File: config.mk
export PLATFORM = sky130hd
export DESIGN_NAME = fadd_normalize
export DESIGN_NICKNAME = d
export VERILOG_FILES = /design/src/rtl/fadd_normalize.sv
export SDC_FILE = /design/constraint.sdc
export NUM_CORES = 1
export LEC_CHECK = 0
export ABC_CLOCK_PERIOD_IN_PS = 4700
export CORE_AREA = 2 2 78 80
export DETAILED_ROUTE_END_ITERATION = 12
export DIE_AREA = 0 0 80 82
export GPL_ROUTABILITY_DRIVEN = 0
export GPL_TIMING_DRIVEN = 0
export HOLD_SLACK_MARGIN = 0.1
export PLACE_DENSITY = 0.86
export SKIP_CTS_REPAIR_TIMING = 1
export SYNTH_ARGS = -nofsm -noshare
export SYNTH_HDL_FRONTEND = slang
export SYNTH_SLANG_ARGS = --single-unit
export TNS_END_PERCENT = 20
File: constraint.sdc
create_clock -name clk -period 4.7 [get_ports clk]
set_input_delay 0.47 -clock clk [delete_from_list [all_inputs] [get_ports clk]]
set_output_delay 0.47 -clock clk [all_outputs]
set_load 0.005 [all_outputs]
File: src/rtl/fadd_normalize.sv
// Purpose : normalize and pack the raw mantissa sum of the FP adder into an IEEE-754 single.
// Latency : input accepted at edge 0, out_valid high after edge k+1 (k = left shifts, 0..23).
// Backpressure: result/out_valid held in DONE until out_ready; in_ready only in IDLE (no bypass).
//
// Ports:
//   clk, rst              rising-edge clock, asynchronous active-high reset
//   in_valid / in_ready   upstream handshake for intmdt_sum, exp_in, sign_a, sign_b, xor_in
//   intmdt_sum[24:0]      raw mantissa result (two's complement when xor_in=1)
//   exp_in[7:0]           common (larger) exponent
//   sign_a, sign_b        operand signs (a has the larger exponent)
//   xor_in                1 = mantissas were subtracted (a-b)
//   out_valid / out_ready downstream handshake for result
//   result[31:0]          packed float {sign, exp, frac}
module fadd_normalize (
    input  logic        clk,
    input  logic        rst,
    input  logic        in_valid,
    output logic        in_ready,
    input  logic [24:0] intmdt_sum,
    input  logic [7:0]  exp_in,
    input  logic        sign_a,
    input  logic        sign_b,
    input  logic        xor_in,
    output logic        out_valid,
    input  logic        out_ready,
    output logic [31:0] result
);

    typedef enum logic [1:0] {
        IDLE = 2'd0,
        NORM = 2'd1,
        DONE = 2'd2
    } state_t;

    state_t      state_q;
    logic [24:0] mag_q;
    logic [7:0]  exp_q;
    logic        sign_q;

    always_ff @(posedge clk or posedge rst) begin
        if (rst) begin
            state_q <= IDLE;
            mag_q   <= 25'd0;
            exp_q   <= 8'd0;
            sign_q  <= 1'b0;
        end else begin
            case (state_q)
                IDLE: begin
                    if (in_valid) begin
                        // A negative difference means b was the larger magnitude:
                        // take the magnitude and inherit b's sign.
                        if (xor_in && intmdt_sum[24]) begin
                            mag_q  <= -intmdt_sum;
                            sign_q <= sign_b;
                        end else begin
                            mag_q  <= intmdt_sum;
                            sign_q <= sign_a;
                        end
                        exp_q   <= exp_in;
                        state_q <= NORM;
                    end
                end

                NORM: begin
                    if (exp_q == 8'hFF) begin
                        // NaN/Inf operand: pass through untouched.
                        state_q <= DONE;
                    end else if (mag_q == 25'd0) begin
                        // Exact cancellation always yields +0.
                        sign_q  <= 1'b0;
                        exp_q   <= 8'd0;
                        state_q <= DONE;
                    end else if (mag_q[24]) begin
                        // Carry out of the add: one right shift, possibly overflowing to Inf.
                        if (exp_q == 8'hFE) begin
                            exp_q <= 8'hFF;
                            mag_q <= 25'd0;
                        end else begin
                            exp_q <= exp_q + 8'd1;
                            mag_q <= mag_q >> 1;
                        end
                        state_q <= DONE;
                    end else if (mag_q[23]) begin
                        state_q <= DONE;
                    end else if (exp_q <= 8'd1) begin
                        // Ran out of exponent range: result is subnormal, exp field 0.
                        exp_q   <= 8'd0;
                        state_q <= DONE;
                    end else begin
                        mag_q <= mag_q << 1;
                        exp_q <= exp_q - 8'd1;
                    end
                end

                DONE: begin
                    if (out_ready) begin
                        state_q <= IDLE;
                    end
                end

                default: state_q <= IDLE;
            endcase
        end
    end

    // Outputs come straight from registers so they are glitch-free and
    // stable while the result waits for out_ready.
    assign in_ready  = (state_q == IDLE);
    assign out_valid = (state_q == DONE);
    assign result    = {sign_q, exp_q, mag_q[22:0]};

endmodule

==> impl_metrics.yaml <==
clock_network:
  clk_latency_ps: 290
  numCtsBuffers: 5
  cts_root_buf: "clkbuf_8"
  clkTransAtPathRegs_ps: 70
  cts_tree: "yes"
  cts_sinks: 36
  cts.htree.levels: 2
  cts_max_path_buffers: 2
drt:
  wl_met2_um: 4500
  viasPerCell: 6.34
  drtPass1Iterations: 5
  wl_met3_um: 896
  dr.max_layer_used: "met4"
  ant_nets: 0
  wl_met1_um: 3810
  vias: 3470
  drt-wirelength-per-cell_um: 17.4
  dr.first_iter.drc_count: 489
  wl_um: 9490
  drc: 0
pwr:
  power_density_nw_per_um2: 617
  power_leakage_nw: 1.56
  finalPower_mw: 2.48
  peakVddDrop_v: 0.000331
run_status:
  status: "finished, final reports clean"
floorplan:
  core_area_um2: 5750
  die_width_um: 80
  dieArea_um2: 6560
  rows: 28
  die_h_um: 82
  start_util: 0.537
  ioPinCount: 74
synthesis:
  yosysSeqAreaShare: 0.292
  synth-compound-area-share: 0.270
  syn_avg_cell_area_um2: 7.89
  ys_warn_count: 0
  yosys.area_share.simple: 0.236
  synth_enable_flop_cells: 0
  synth_flop_cell: "dfrtp_1"
  synthCells: 391
  async_flop_share: 1.00
  ys_seq_elements: 36
  synth_top_family_by_area: "compound AO/OA/AOI/OAI gates"
  synth.cell_area_um2: 3090
  ys_types: 58
  syn-num-nets: 436
  synth_xor_area_frac: 0.0539
  muxShareOfSynthArea: 0.0203
  yosys.area_share.adder: 0.0203
sta:
  tns_ps: 0
  fin_skew_ps: 5.42
  final_max_slew_viol_count: 0
  hold_violations: 0
  min_period_over_period: 0.605
  rsz0062_at_grt: "no"
  slew_headroom: 0.392
  clock.fmax_mhz: 352
  setup_ws_ps: 1860
  tightestPinTransition_ps: 905
  finalSetupViolations: 0
  min_period_ps: 2840
worst_hold_path:
  hp-class: "in -> async"
setup_path:
  required_ps: 4900
  critPathMaxFanout: 10
  crit_path_end_kind: "register"
  worstSetupStartpointType: "register"
  crit_arrival_ps: 3050
  critical_path_class: "reg -> reg"
final_layout:
  drive_gt1_frac: 0.108
  layout_commonest_cell: "clkdlybuf4s50_1"
  antenna_cells: 0
  multi_input_area_um2: 1850
  nFillCells: 477
  layoutNonFillerInstCount: 547
  area_growth_pct: 30.2
  final_nets: 516
  mostFrequentLayoutCells: "clkdlybuf4s50_1 (72), nor2_1 (48), dfrtp_1 (36)"
  register_area_um2: 901
grt:
  track_usage: 0.302
  grt_pass1_vias: 3219
  grt_remaining_overflow: 0
  antenna_found_initial: 0
  grt_start_max_net_pins: 24
  grt_pass1_wl_um: 15500
placement:
  detailedPlace.worstSlack_ps: 1830
  port_buffers: 72
  place_hpwl_um: 6900
  dp_cells: 539
job:
  maxCapViolCount: 0
## final timing paths
kind                                start  cells past startpoint  slack [ps]         to
hold / removal                        rst                      2         550   mag_q[7]
setup reg to reg                 exp_q[0]                      9        1860  mag_q[20]
setup / recovery                 exp_q[0]                      9        1860  mag_q[20]
max in group asynchronous             rst                      3        3620  mag_q[17]
min in group clk           intmdt_sum[15]                      4         550  mag_q[15]
hold reg to reg                    sign_q                      2         560     sign_q
## area by class of cell
cell class                 count  share of cell area
buffer                        48              0.0713
clock buffer                   8              0.0224
inverter                      13              0.0121
multi-input combinational    294               0.460
sequential                    36               0.224
tap                           75              0.0233
timing repair buffer          73               0.186
## kinds of logic after synthesis
group	Yosys count
AOI/OAI and AO/OA	118
xor gates and xnor gates	19
adders and majority gates	5
buffers and inverters	61
DFF	36
muxes	6
and+or+nand+nor	146
## synth_stat cells (6+ instances only)
cell type   n  share of area
buf_4      24          0.058
o21ai_1     9          0.015
xor2_1      6          0.017
a31oi_1    18          0.036
nor4_1     11          0.022
nand3_1     9          0.015
nor2_1     48          0.058
nand2_1    34          0.041
dfrtp_1    36           0.29
inv_1      12          0.015
a21oi_1    28          0.045
a221oi_1   10          0.028
nor3_1     12          0.019
xnor2_1    13          0.037
buf_2       7          0.011
a222oi_1    8          0.026
clkbuf_1   16          0.019
## state kept, by name, indices dropped and copies added, names as in the netlist
name,cells
sign_q,1
exp_q,8
state_q,2
mag_q,25
## critical path: stages (launching register included)
cell and delay [ps]:
dfrtp_1 490, inv_1 140, ha_1 280, or2_1 260, a31oi_1 470, and2_1 200
buf_2 230, buf_2 290, a221oi_1 120, a31oi_1 250
## layer usage
layer  GRT usage  vias up
li1            -     1601
met1       0.391     1602
met2       0.502      233
met3      0.0440       34
met4       0.137        0
met5           0        -
## through the flow
stage / util / hold slack [ps] / area [um2]
global route: 0.699 / 581 / 4020
detailed placement: 0.684 / 517 / 3930
finish: 0.699 / 550 / 4020
CTS: 0.699 / 544 / 4020
floorplan: - / 476 / 3090
global placement: 0.679 / 506 / 3900
## power by group
| part | internal (mW) | total (mW) | switching, mW |
|---|---|---|---|
| Sequential | 0.473 | 0.688 | 0.214 |
| Clock | 0.120 | 0.232 | 0.113 |
| Combinational | 0.777 | 1.56 | 0.781 |
Power figures use the tool's default switching activity.
==> RTL change: new RTL, same settings <==
Reset style: synchronous (`rst`), changed in one clocked block. Comments in the files are not updated.
--- a/src/rtl/fadd_normalize.sv
+++ b/src/rtl/fadd_normalize.sv
@@ -37,7 +37,7 @@
     logic [7:0]  exp_q;
     logic        sign_q;
 
-    always_ff @(posedge clk or posedge rst) begin
+    always_ff @(posedge clk) begin
         if (rst) begin
             state_q <= IDLE;
             mag_q   <= 25'd0;
Check against the original RTL: differs if rst is asserted again (counterexample within 4 cycles, from zero or initial values and one cycle with rst high); with rst held inactive, the same outputs for 4 cycles.
==> RTL change against the unedited design <==
Worst setup slack worse by 0.19 ns. Worst hold slack worse by 0.045 ns. Critical endpoint is now exp_q[2]. Synthesized area down 6.1%. Sequential cell count unchanged. Sequential share of layout area down 3.5 points. Synthesized cell count down 6.4%. Fmax down 6.3%. Design area down 5.3%. Clock skew down 0.0021 ns. Routed wire length down 8.8%.
Power is not compared: it rests on default switching activity, and its combinational part moved more than twofold at a synthesized area within 25%.
==> RTL change: results (changes against the unedited design) <==
* Post-DP HPWL at 6400 um (-7.3%)
* Synth area leaders: dfxtp_1, a221oi_1, xnor2_1
* Share of cells above drive strength 1 at 11.4% (+0.63 points)
* Post-Synth Adder-Cell Area at 2.16% (+0.13 points)
* Syn nets at 411 (-5.7%)
* Synth warn at 0 (unchanged)
* CP top delay family: buffers and inverters
* First-pass GRT wire length at 13900 um (-10%)
* Register area share after synthesis at 24.9% (-4.3 points)
* GRT Overall Usage at 26.7% (-3.6 points)
* Met1 Use GR at 31.2% (-7.9 points)
* Via count at 3240 (-6.6%)
* DP Worst Slack at 1.71 ns (-0.119 ns)
* Most frequent cells after synthesis: dfxtp_1, a21oi_1, nand2_1
* Clock group at around 0.23 mW
* Worst VDD drop at between 150 and 200 uV
* Slew @ Worst Pin at 0.707 ns (-0.197 ns)
* Final WL at 8660 um (-8.8%)
* Worst Skew at 0.00336 ns (-0.00206 ns)
* Area after DPL at 3710 um2 (-5.5%)
* Hold WC Path Type: reg -> reg
* Cells after synthesis at 366 (-6.4%)
* Mux cell area share after synthesis at 0% (-2.0 points)
* Number of cells after detailed placement at 513 (-4.8%)
* Critical path arrival at 3.20 ns (+0.15 ns)
* Met2 Track Usage GR at 45.3% (-4.8 points)
* Met3 usage at 6.70% (+2.3 points)
* Nets@finish at 490 (-5.0%)
* XOR/XNOR share of the synthesized area at 8.46% (+3.1 points)
* Vias in the first global route at 3024 (-6.1%)
* Pin count of the biggest net entering global routing at 12 (-50%)
* Status: complete, no violations
* Iter 0 DRT Violations at 224 (-54%)
* Slowest CP cell: nor2_1
* Largest stage delay on the critical path at 0.54 ns (+0.05 ns)
-- RTL change: layer usage --
layer | part of all wire [%] | routed length, um
met5 | 0 | 0
met3 | 9.5 | 825
met1 | 39 | 3360
met2 | 50 | 4300
met4 | 1.9 | 163
-- RTL change: cells by family (layout without fill, tap and decap cells) --
kind of cell	after synthesis	in the layout
fa+ha+maj	5	5
simple gates	109	109
flops	36	36
xor+xnor	28	28
buf+inv	62	142
compound gates	126	126
-- RTL change: path summary, 6_finish.rpt --
| kind | to | startpoint | slack, ns | cells past startpoint |
|---|---|---|---|---|
| max reg2reg | exp_q[2] | exp_q[0] | 1.67 | 10 |
| min | sign_q | sign_q | 0.51 | 2 |
| max | exp_q[2] | exp_q[0] | 1.67 | 10 |
| min reg2reg | sign_q | sign_q | 0.51 | 2 |
-- RTL change: cell type report --
class,instances,area (um2)
well taps,75,93.8
inverters,12,45.0
fillers,496,1940
multi-input cells,268,1840
clock buffers,6,82.6
flip-flops and latches,36,721
clock inverters,2,10.0
repair buffers,72,721
plain buffers,50,293
